--- src/rtl/wb_downsizer.sv ---
// Wishbone width bridge: one wide classic request becomes a run of 32-bit beats.
// Unselected lanes are skipped; read beats are gathered into one wide response.
module wb_downsizer #(
    parameter int CACHE_WIDTH = 128
) (
    input  logic                     clk,
    input  logic                     rst,
    input  logic [31:0]              s_adr_i,
    input  logic [CACHE_WIDTH-1:0]   s_dat_i,
    output logic [CACHE_WIDTH-1:0]   s_dat_o,
    input  logic                     s_we_i,
    input  logic [CACHE_WIDTH/8-1:0] s_sel_i,
    input  logic                     s_stb_i,
    input  logic                     s_cyc_i,
    output logic                     s_ack_o,
    output logic                     s_err_o,
    output logic                     s_rty_o,
    output logic [31:0]              m_adr_o,
    output logic [31:0]              m_dat_o,
    input  logic [31:0]              m_dat_i,
    output logic                     m_we_o,
    output logic [3:0]               m_sel_o,
    output logic                     m_stb_o,
    output logic                     m_cyc_o,
    input  logic                     m_ack_i,
    input  logic                     m_err_i,
    input  logic                     m_rty_i
);
    localparam int BEATS     = CACHE_WIDTH / 32;
    localparam int SEL_WIDTH = CACHE_WIDTH / 8;
    localparam int AW        = $clog2(SEL_WIDTH);
    localparam int KW        = $clog2(BEATS);

    typedef enum logic [1:0] {IDLE, BEAT, DONE, FAIL} state_t;

    state_t                 state_q, state_d;
    logic [KW-1:0]          k_q, k_d;
    logic [31:0]            base_q, base_d;
    logic                   we_q, we_d;
    logic [SEL_WIDTH-1:0]   sel_q, sel_d;
    logic [CACHE_WIDTH-1:0] wdat_q, wdat_d;
    logic [CACHE_WIDTH-1:0] buf_q, buf_d;
    logic [31:0]            m_adr_q, m_adr_d;
    logic [31:0]            m_dat_q, m_dat_d;
    logic [3:0]             m_sel_q, m_sel_d;
    logic                   m_we_q, m_we_d;
    logic                   m_stb_q, m_stb_d;
    logic                   s_ack_q, s_ack_d;
    logic                   s_err_q, s_err_d;
    logic                   s_rty_q, s_rty_d;
    logic [BEATS-1:0]       rest;
    logic                   beat_d;
    logic                   unused_adr_lo;

    assign unused_adr_lo = ^s_adr_i[AW-1:0];

    function automatic logic [BEATS-1:0] lane_nz(input logic [SEL_WIDTH-1:0] sel);
        lane_nz = '0;
        for (int i = 0; i < BEATS; i++) lane_nz[i] = |sel[4*i +: 4];
    endfunction

    function automatic logic [KW-1:0] lowest(input logic [BEATS-1:0] m);
        lowest = '0;
        for (int i = BEATS - 1; i >= 0; i--) if (m[i]) lowest = KW'(i);
    endfunction

    always_comb begin
        state_d = state_q;
        k_d     = k_q;
        base_d  = base_q;
        we_d    = we_q;
        sel_d   = sel_q;
        wdat_d  = wdat_q;
        buf_d   = buf_q;
        s_err_d = 1'b0;
        s_rty_d = 1'b0;
        rest    = '0;
        // lanes still pending after the current one
        for (int i = 0; i < BEATS; i++)
            rest[i] = lane_nz(sel_q)[i] && (KW'(i) > k_q);
        unique case (state_q)
            IDLE: begin
                if (s_cyc_i && s_stb_i) begin
                    base_d = {s_adr_i[31:AW], {AW{1'b0}}};
                    we_d   = s_we_i;
                    sel_d  = s_sel_i;
                    wdat_d = s_dat_i;
                    buf_d  = '0;
                    if (|s_sel_i) begin
                        state_d = BEAT;
                        k_d     = lowest(lane_nz(s_sel_i));
                    end else begin
                        state_d = DONE;
                    end
                end
            end
            BEAT: begin
                if (!s_cyc_i) begin
                    state_d = IDLE;
                end else if (m_err_i || m_rty_i) begin
                    state_d = FAIL;
                    s_err_d = m_err_i;
                    s_rty_d = !m_err_i;
                end else if (m_ack_i) begin
                    if (!we_q) buf_d[{k_q, 5'b0} +: 32] = m_dat_i;
                    if (|rest) k_d = lowest(rest);
                    else state_d = DONE;
                end
            end
            DONE:    state_d = IDLE;
            FAIL:    state_d = IDLE;
            default: state_d = IDLE;
        endcase
        // outputs are registered copies of what the next state drives
        beat_d  = (state_d == BEAT);
        m_adr_d = beat_d ? base_d + {{(30-KW){1'b0}}, k_d, 2'b00} : m_adr_q;
        m_dat_d = beat_d ? wdat_d[{k_d, 5'b0} +: 32] : '0;
        m_sel_d = beat_d ? sel_d[{k_d, 2'b0} +: 4] : '0;
        m_we_d  = beat_d && we_d;
        m_stb_d = beat_d;
        s_ack_d = (state_d == DONE);
    end

    always_ff @(posedge clk or negedge rst) begin
        if (!rst) begin
            state_q <= IDLE;
            k_q     <= '0;
            base_q  <= '0;
            we_q    <= 1'b0;
            sel_q   <= '0;
            wdat_q  <= '0;
            buf_q   <= '0;
            m_adr_q <= '0;
            m_dat_q <= '0;
            m_sel_q <= '0;
            m_we_q  <= 1'b0;
            m_stb_q <= 1'b0;
            s_ack_q <= 1'b0;
            s_err_q <= 1'b0;
            s_rty_q <= 1'b0;
        end else begin
            state_q <= state_d;
            k_q     <= k_d;
            base_q  <= base_d;
            we_q    <= we_d;
            sel_q   <= sel_d;
            wdat_q  <= wdat_d;
            buf_q   <= buf_d;
            m_adr_q <= m_adr_d;
            m_dat_q <= m_dat_d;
            m_sel_q <= m_sel_d;
            m_we_q  <= m_we_d;
            m_stb_q <= m_stb_d;
            s_ack_q <= s_ack_d;
            s_err_q <= s_err_d;
            s_rty_q <= s_rty_d;
        end
    end

    assign s_dat_o = buf_q;
    assign s_ack_o = s_ack_q;
    assign s_err_o = s_err_q;
    assign s_rty_o = s_rty_q;
    assign m_adr_o = m_adr_q;
    assign m_dat_o = m_dat_q;
    assign m_sel_o = m_sel_q;
    assign m_we_o  = m_we_q;
    assign m_stb_o = m_stb_q;
    assign m_cyc_o = m_stb_q;

endmodule

--- config.mk ---
export PLATFORM = sky130hd
export DESIGN_NAME = wb_downsizer
export DESIGN_NICKNAME = d
export VERILOG_FILES = /design/src/rtl/wb_downsizer.sv
export SDC_FILE = /design/constraint.sdc
export NUM_CORES = 1
export LEC_CHECK = 0
export ABC_CLOCK_PERIOD_IN_PS = 4200
export CAP_MARGIN = 20
export CELL_PAD_IN_SITES_DETAIL_PLACEMENT = 2
export CELL_PAD_IN_SITES_GLOBAL_PLACEMENT = 2
export CORE_MARGIN = 2
export CORE_UTILIZATION = 30
export CTS_CLUSTER_DIAMETER = 40
export DETAILED_ROUTE_END_ITERATION = 10
export GPL_TIMING_DRIVEN = 0
export PLACE_DENSITY_LB_ADDON = 0.15
export SYNTH_ARGS = -nofsm -noshare
export SYNTH_HDL_FRONTEND = slang
export SYNTH_SLANG_ARGS = --single-unit
--- constraint.sdc ---
create_clock -name clk -period 4.2 [get_ports clk]
set_input_delay 1.26 -clock clk [delete_from_list [all_inputs] [get_ports clk]]
set_output_delay 1.26 -clock clk [all_outputs]
set_load 0.005 [all_outputs]
==> metrics.yaml, run 1 <==
clkLatencyLatePin_ps: 620
htreeDepth: 3
worstRegToRegCells: 14
grt.total_usage: 0.2484
cp_cell_sequence: "clkdlybuf4s50_1 -> nor4_4 -> and2_1 -> o311a_1 -> or3_1 -> buf_2 -> inv_1 -> ha_1 -> a21oi_4 -> nor4_4 -> buf_4 -> nor2_4 -> nand4b_1 -> xor2_2 -> o21ai_0"
clock-sinks: 382
ys.flop_type: "dfrtp_1"
cp.buffers_inverters: 4
arrival_ps: 4510
synth.distinct_cells: 59
tightest_slew_ps: 982.2
hpwl_um: 49790
yosys_warnings: 0
drive_gt1_frac: 0.1287
drc: 0
vias: 14599
antenna_found_initial: 20
post-route-period-util: 0.9643
synthTopCellsByArea: "dfrtp_1, nand2_1, o21ai_0, mux2_2, a22o_1"
slew_violations: 0
period_minus_slack_ps: 4050
relSlewSlack: 0.3408
grt_pass1_wl_um: 105500
grt_pass1_vias: 16881
hp-class: "register to register"
nFillCells: 5603
path_class: "input pin to register"
ir_drop_mv: 0.2697
crit_top_cell: "nor4_4"
initialDrtViolationCount: 518
place.gp.congestion: 0.8072
fp.dieW_um: 237.5
skew_ps: 30.97
yosys_register_bits: 382
power_density_nw_per_um2: 570.5
final_cells: 2981
r2r-start: "sel_q[8]"
cp.required_ps: 4660
cp_top_family: "simple AND/OR/NAND/NOR gates"
synth_top_area_cell: "dfrtp_1"
numCtsBuffers: 77
cp-start-kind: "input pin"
overflow: 0
wire_per_inst_um: 23.33
placed_area_sq_um: 21560
worstPathMaxFanout: 5
hp-start: "wdat_q[117]"
cts.hold.buffers_added: 0
drt-vias-per-instance: 4.897
leakagePower_nw: 11.18
ios: 418
clockBufferDepth: 3
dieArea_sq_um: 56400
nNetsFinal: 2436
finalHoldViolations: 0
maxCapViolCount: 0
setup_viol: 0
cts_tree: "done"
slowest_stage: "clkdlybuf4s50_1"
synth_area_sq_um: 16360
final_antenna_net_count: 0
min_to: "wdat_q[117]"
synth_top_area_frac: 0.5845
fp.dieH_um: 237.5
outcome: "complete, no violations"
grt_max_degree: 113
cts-root-buf: "clkbuf_16"
syn_avg_cell_area_sq_um: 9.582
seq_area_frac_synth: 0.5845
initial_utilization: 0.3039
drt_pass1_iterations: 4
dpl.cell_count: 2820
hold_depth: 2
core_area_sq_um: 53810
worst_path_largest_cell_delay_ps: 560
cp.depth: 15
r2r_end: "m_adr_o[17]"
r2r_slack_ps: 300
crit_path_end_kind: "register"
area_growth_pct: 51.08
syn_nets: 1931
wl_um: 69560
fmax_mhz: 246.9
async_reset_ff_frac: 1.000
syn_inst: 1707
fp-row-count: 85
synth_edf_count: 0
clk_pin_slew_ps: 50
fin_area_sq_um: 24710
portBuffers: 413
-- tightest hold or removal path, delay by kind of cell, from the launching register on --
kind,cells,cell delay [ps]
DFF,1,310
and+or+nand+nor,2,110
-- through the flow --
| stage | utilization | power [W] | TNS [ps] | setup WS (ps) | hold slack (ps) |
|---|---|---|---|---|---|
| floorplan | - | 0.006025 | -29.93 | -14.06 | 434.1 |
| global placement | 0.3989 | 0.007382 | -6131730 | -16000 | 448.4 |
| detailed placement | 0.4007 | 0.007494 | -43070 | -1945 | 456.9 |
| CTS | 0.4560 | 0.01425 | -10.87 | -10.87 | 471.5 |
| global route | 0.4589 | 0.01475 | -47.03 | -27.63 | 484.8 |
| finish | 0.4592 | 0.01410 | 0 | 149.8 | 467.9 |
-- worst max path at each step --
| stage | start | to | slack (ps) |
|---|---|---|---|
| 2_1_floorplan | s_sel_i[3] | m_adr_o[24] | -10 |
| 3_3_place_gp | rst | m_dat_o[17] | -16000 |
| 3_5_place_dp | s_cyc_i | m_adr_o[17] | -1940 |
| 4_1_cts | s_sel_i[4] | m_adr_o[31] | -10 |
| 5_1_grt | s_sel_i[8] | m_adr_o[17] | -30 |
| 6_report | s_sel_i[8] | m_adr_o[17] | 150 |
-- state kept, by name, indices dropped and copies added, names as in the netlist, 2 cells and up --
register / flops
s_dat_o: 128
sel_q: 16
state_q: 2
wdat_q: 128
m_sel_o: 4
m_dat_o: 32
base_q: 32
k_q: 2
m_adr_o: 32
-- cells in the final DEF, fill, tap and decap left out, drive strengths merged, types with 10 or more instances in the layout --
cell type	Yosys	final
buf	38	50
nand2	751	751
nor3	10	10
nor4	14	14
xnor2	22	22
a22o	56	56
a21oi	13	13
nor2	22	23
clkbuf	65	163
o21ai	146	146
nand3	16	16
clkinv	0	20
mux2	80	80
clkdlybuf4s50	0	402
dfrtp	382	382
bufinv	0	13
inv	12	18
-- cell usage after synthesis, drive strengths merged, types with 13 or more instances --
| library cell | n |
|---|---|
| a21oi | 13 |
| xnor2 | 22 |
| mux2 | 80 |
| nand2 | 751 |
| a22o | 56 |
| dfrtp | 382 |
| clkbuf | 65 |
| nand3 | 16 |
| nor4 | 14 |
| buf | 38 |
| o21ai | 146 |
| nor2 | 22 |
-- cell families (layout without fill, tap and decap cells) --
group | Yosys count | after routing | synth area share
other | 0 | 8 | 0
adder cells (fa/ha/maj) | 8 | 8 | 0.006579
AND/OR/NAND/NOR | 857 | 858 | 0.2114
XOR/XNOR | 26 | 26 | 0.01392
multiplexers | 85 | 85 | 0.06296
AO/OA/AOI/OAI | 234 | 234 | 0.08889
flip-flops | 382 | 382 | 0.5845
buffers and inverters | 115 | 684 | 0.03175
-- final cells by class --
type                       count  area, sq um  share of cell area
buffer                       101        493.0             0.01995
antenna                        8        20.02           0.0008102
sequential                   382         9559              0.3869
clock inverter                47        685.7             0.02775
inverter                      12        45.04            0.001823
clock buffer                  97         2102             0.08507
multi-input combinational   1211         6614              0.2677
tap                          696        870.8             0.03524
timing repair buffer         427         4320              0.1748
-- power breakdown --
part           leakage [nW]  switching (W)  internal, W
logic                  4.84        0.00156      0.00135
registers              5.00       0.000308      0.00430
clock network          1.34        0.00220      0.00438
total                  11.2        0.00407       0.0100
-- metal layers --
metal  part of all wire  GRT usage
met1               0.41     0.2992
met2               0.50     0.4290
met3              0.057    0.05853
met4              0.030    0.09758
met5             0.0023          0
-- timing repair --
action / in CTS / in global routing
gates cloned: 2 / 0
endpoints found under the setup margin: 29 / 21
setup buffers: 4 / 5
gates resized for setup: 30 / 21
pin swaps: 10 / 13
No activity file was read; power rests on OpenSTA's default activity.
==> inputs of run 2 (changes only) <==
Settings changed: CORE_ASPECT_RATIO from default to 0.75, CORE_MARGIN 2 to default.
==> run 2 against run 1 <==
Effect of this change: total power fell by 7.9%; first-iteration DRC count grew 48%; final cell count shrank 0.13%; wire length decreased by 0.96%; global-route usage shrank 0.083 points; combinational power hardly changed; utilization fell by 0.74 points; worst setup slack lost 150 ps; critical path depth up 1; worst hold slack hardly changed.
==> metrics.yaml, run 2 (synthesis results as in run 1) <==
outcome: "complete, no violations"
ios: 418  # unchanged
clock-sinks: 382  # unchanged
core_area_sq_um: 53430  # -0.71%
relSlewSlack: 0.3495  # +0.008735
utilization: 0.4518  # -0.007351
cp.required_ps: 4670  # about the same
cp-start-kind: "input pin"
fin_area_sq_um: 24140  # -2.3%
setup_viol: 0  # unchanged
hold_depth: 2  # unchanged
vias: 14717  # +0.81%
post-route-period-util: 0.9994  # +0.03506
grt_pass1_wl_um: 103200  # -2.1%
portBuffers: 413  # unchanged
power_density_nw_per_um2: 537.7  # -5.7%
fp.dieH_um: 204.2  # -14%
drt_pass1_iterations: 5  # +1
nFillCells: 5574  # -0.52%
overflow: 0  # unchanged
skew_ps: 37.92  # +6.951 ps
clkLatencyLatePin_ps: 620  # about the same
initialDrtViolationCount: 768  # +48%
nNetsFinal: 2426  # -0.41%
hpwl_um: 49550  # -0.48%
place.gp.congestion: 0.8177  # +1.3%
clockBufferDepth: 3  # unchanged
clk_pin_slew_ps: 50  # about the same
crit_path_end_kind: "register"
worstPathMaxFanout: 5  # unchanged
wire_per_inst_um: 23.14  # -0.83%
fmax_mhz: 238.2  # -3.5%
grt_max_degree: 110  # -2.7%
worstRegToRegCells: 15  # +1
cts-root-buf: "clkbuf_16"
wl_um: 68890  # -0.96%
final_common_cell: "nand2_1"
final_cell_mix: "nand2_1, clkdlybuf4s50_1, dfrtp_1, o21ai_0, clkbuf_1"
initial_utilization: 0.3061  # +0.002171
path_class: "input pin to register"
final_antenna_net_count: 0  # unchanged
arrival_ps: 4670  # +160 ps
htreeDepth: 2  # -1
area_growth_pct: 47.61
hp-class: "register to register"
grt.total_usage: 0.2476  # -0.0008298
slew_violations: 0  # unchanged
antenna_found_initial: 14  # -30%
dieArea_sq_um: 55470  # -1.7%
tightest_slew_ps: 969.2  # -13.02 ps
fp-row-count: 73  # -14%
leakagePower_nw: 10.88  # -2.7%
drt-vias-per-instance: 4.944  # +0.94%
placed_area_sq_um: 21580  # about the same
drive_gt1_frac: 0.1193  # -0.009335
finalHoldViolations: 0  # unchanged
numCtsBuffers: 60  # -22%
cts.hold.buffers_added: 0  # unchanged
fp.dieW_um: 271.6  # +14%
drc: 0  # unchanged
period_minus_slack_ps: 4197  # +147.3 ps
grt_pass1_vias: 16519  # -2.1%
maxCapViolCount: 0  # unchanged
ir_drop_mv: 0.2920  # +8.3%
cts_tree: "done"
-- run 2: cell count changes in the layout (fill, tap and decap cells not counted), sizes merged, moves of 2 or more --
cell           previous run  this run
buf                      50        58
clkinv                   20        10
clkbuf                  163       140
clkdlybuf4s50           402       404
dlygate4sd2               4         1
inv                      18        22
diode                     8        11
-- run 2: area by class of cell --
type / count / area, sq um / share of cell area
sequential: 382 / 9559 / 0.3960
multi-input combinational: 1211 / 6540 / 0.2709
timing repair buffer: 434 / 4372 / 0.1811
clock buffer: 74 / 1635 / 0.06774
tap: 712 / 890.9 / 0.03690
clock inverter: 40 / 579.3 / 0.02400
buffer: 101 / 493.0 / 0.02042
inverter: 12 / 45.04 / 0.001866
antenna: 11 / 27.53 / 0.001140
-- run 2: metrics by stage --
step                      power [W]  hold slack [ps]  std cells  setup slack (ps)  setup TNS, ps
after floorplan            0.006025            434.1       1707            -14.06         -29.93
after global placement     0.007382            448.2       2832            -16150       -6187720
after detailed placement   0.007490            456.3       2836             -1871         -43380
after CTS                   0.01313            470.3       2956            -25.78         -30.50
after global routing        0.01357            487.1       2971            -56.00         -238.4
final                       0.01298            468.0       2977             2.532              0
-- run 2: power by group --
| group | switching (W) | total, W | internal (W) | leakage, nW |
|---|---|---|---|---|
| clock network | 0.00197 | 0.00550 | 0.00353 | 1.06 |
| registers | 0.000309 | 0.00461 | 0.00430 | 5.00 |
| logic | 0.00154 | 0.00288 | 0.00134 | 4.81 |
-- run 2: repair_timing --
item / 4_1_cts / 5_1_grt
cloned: 1 / 1
endpoints found under the setup margin: 29 / 20
buffers inserted: 7 / 9
resized for setup: 17 / 23
pin swaps: 3 / 13
-- run 2: worst paths after layout --
path	slack, ps	startpoint	endpoint
worst min-delay path	470	wdat_q[34]	wdat_q[34]
worst max-delay path	3	s_sel_i[1]	m_adr_o[27]
worst max register to register	270	k_q[0]	m_adr_o[27]
min in group asynchronous	720	rst	m_adr_o[24]
worst min register to register	470	wdat_q[34]	wdat_q[34]
max in group asynchronous	2020	rst	wdat_q[81]
-- run 2: per-layer routing --
metal	up-vias	wire length, um	global-route usage
met5	-	66	0
li1	6646	-	-
met3	116	3617	0.05322
met1	7598	30500	0.3271
met4	10	1705	0.07223
met2	347	33010	0.4074
-- run 2: worst max-delay path, stage by stage --
cell	delay [ps]
dlygate4sd2_1	340
or4_4	570
buf_4	150
nor2_2	180
nor2_1	100
or3_1	310
buf_2	180
inv_1	90
ha_1	260
a21oi_4	260
nor4_4	70
buf_4	170
nor2_2	320
nor4_1	120
xnor2_1	210
o21ai_1	70
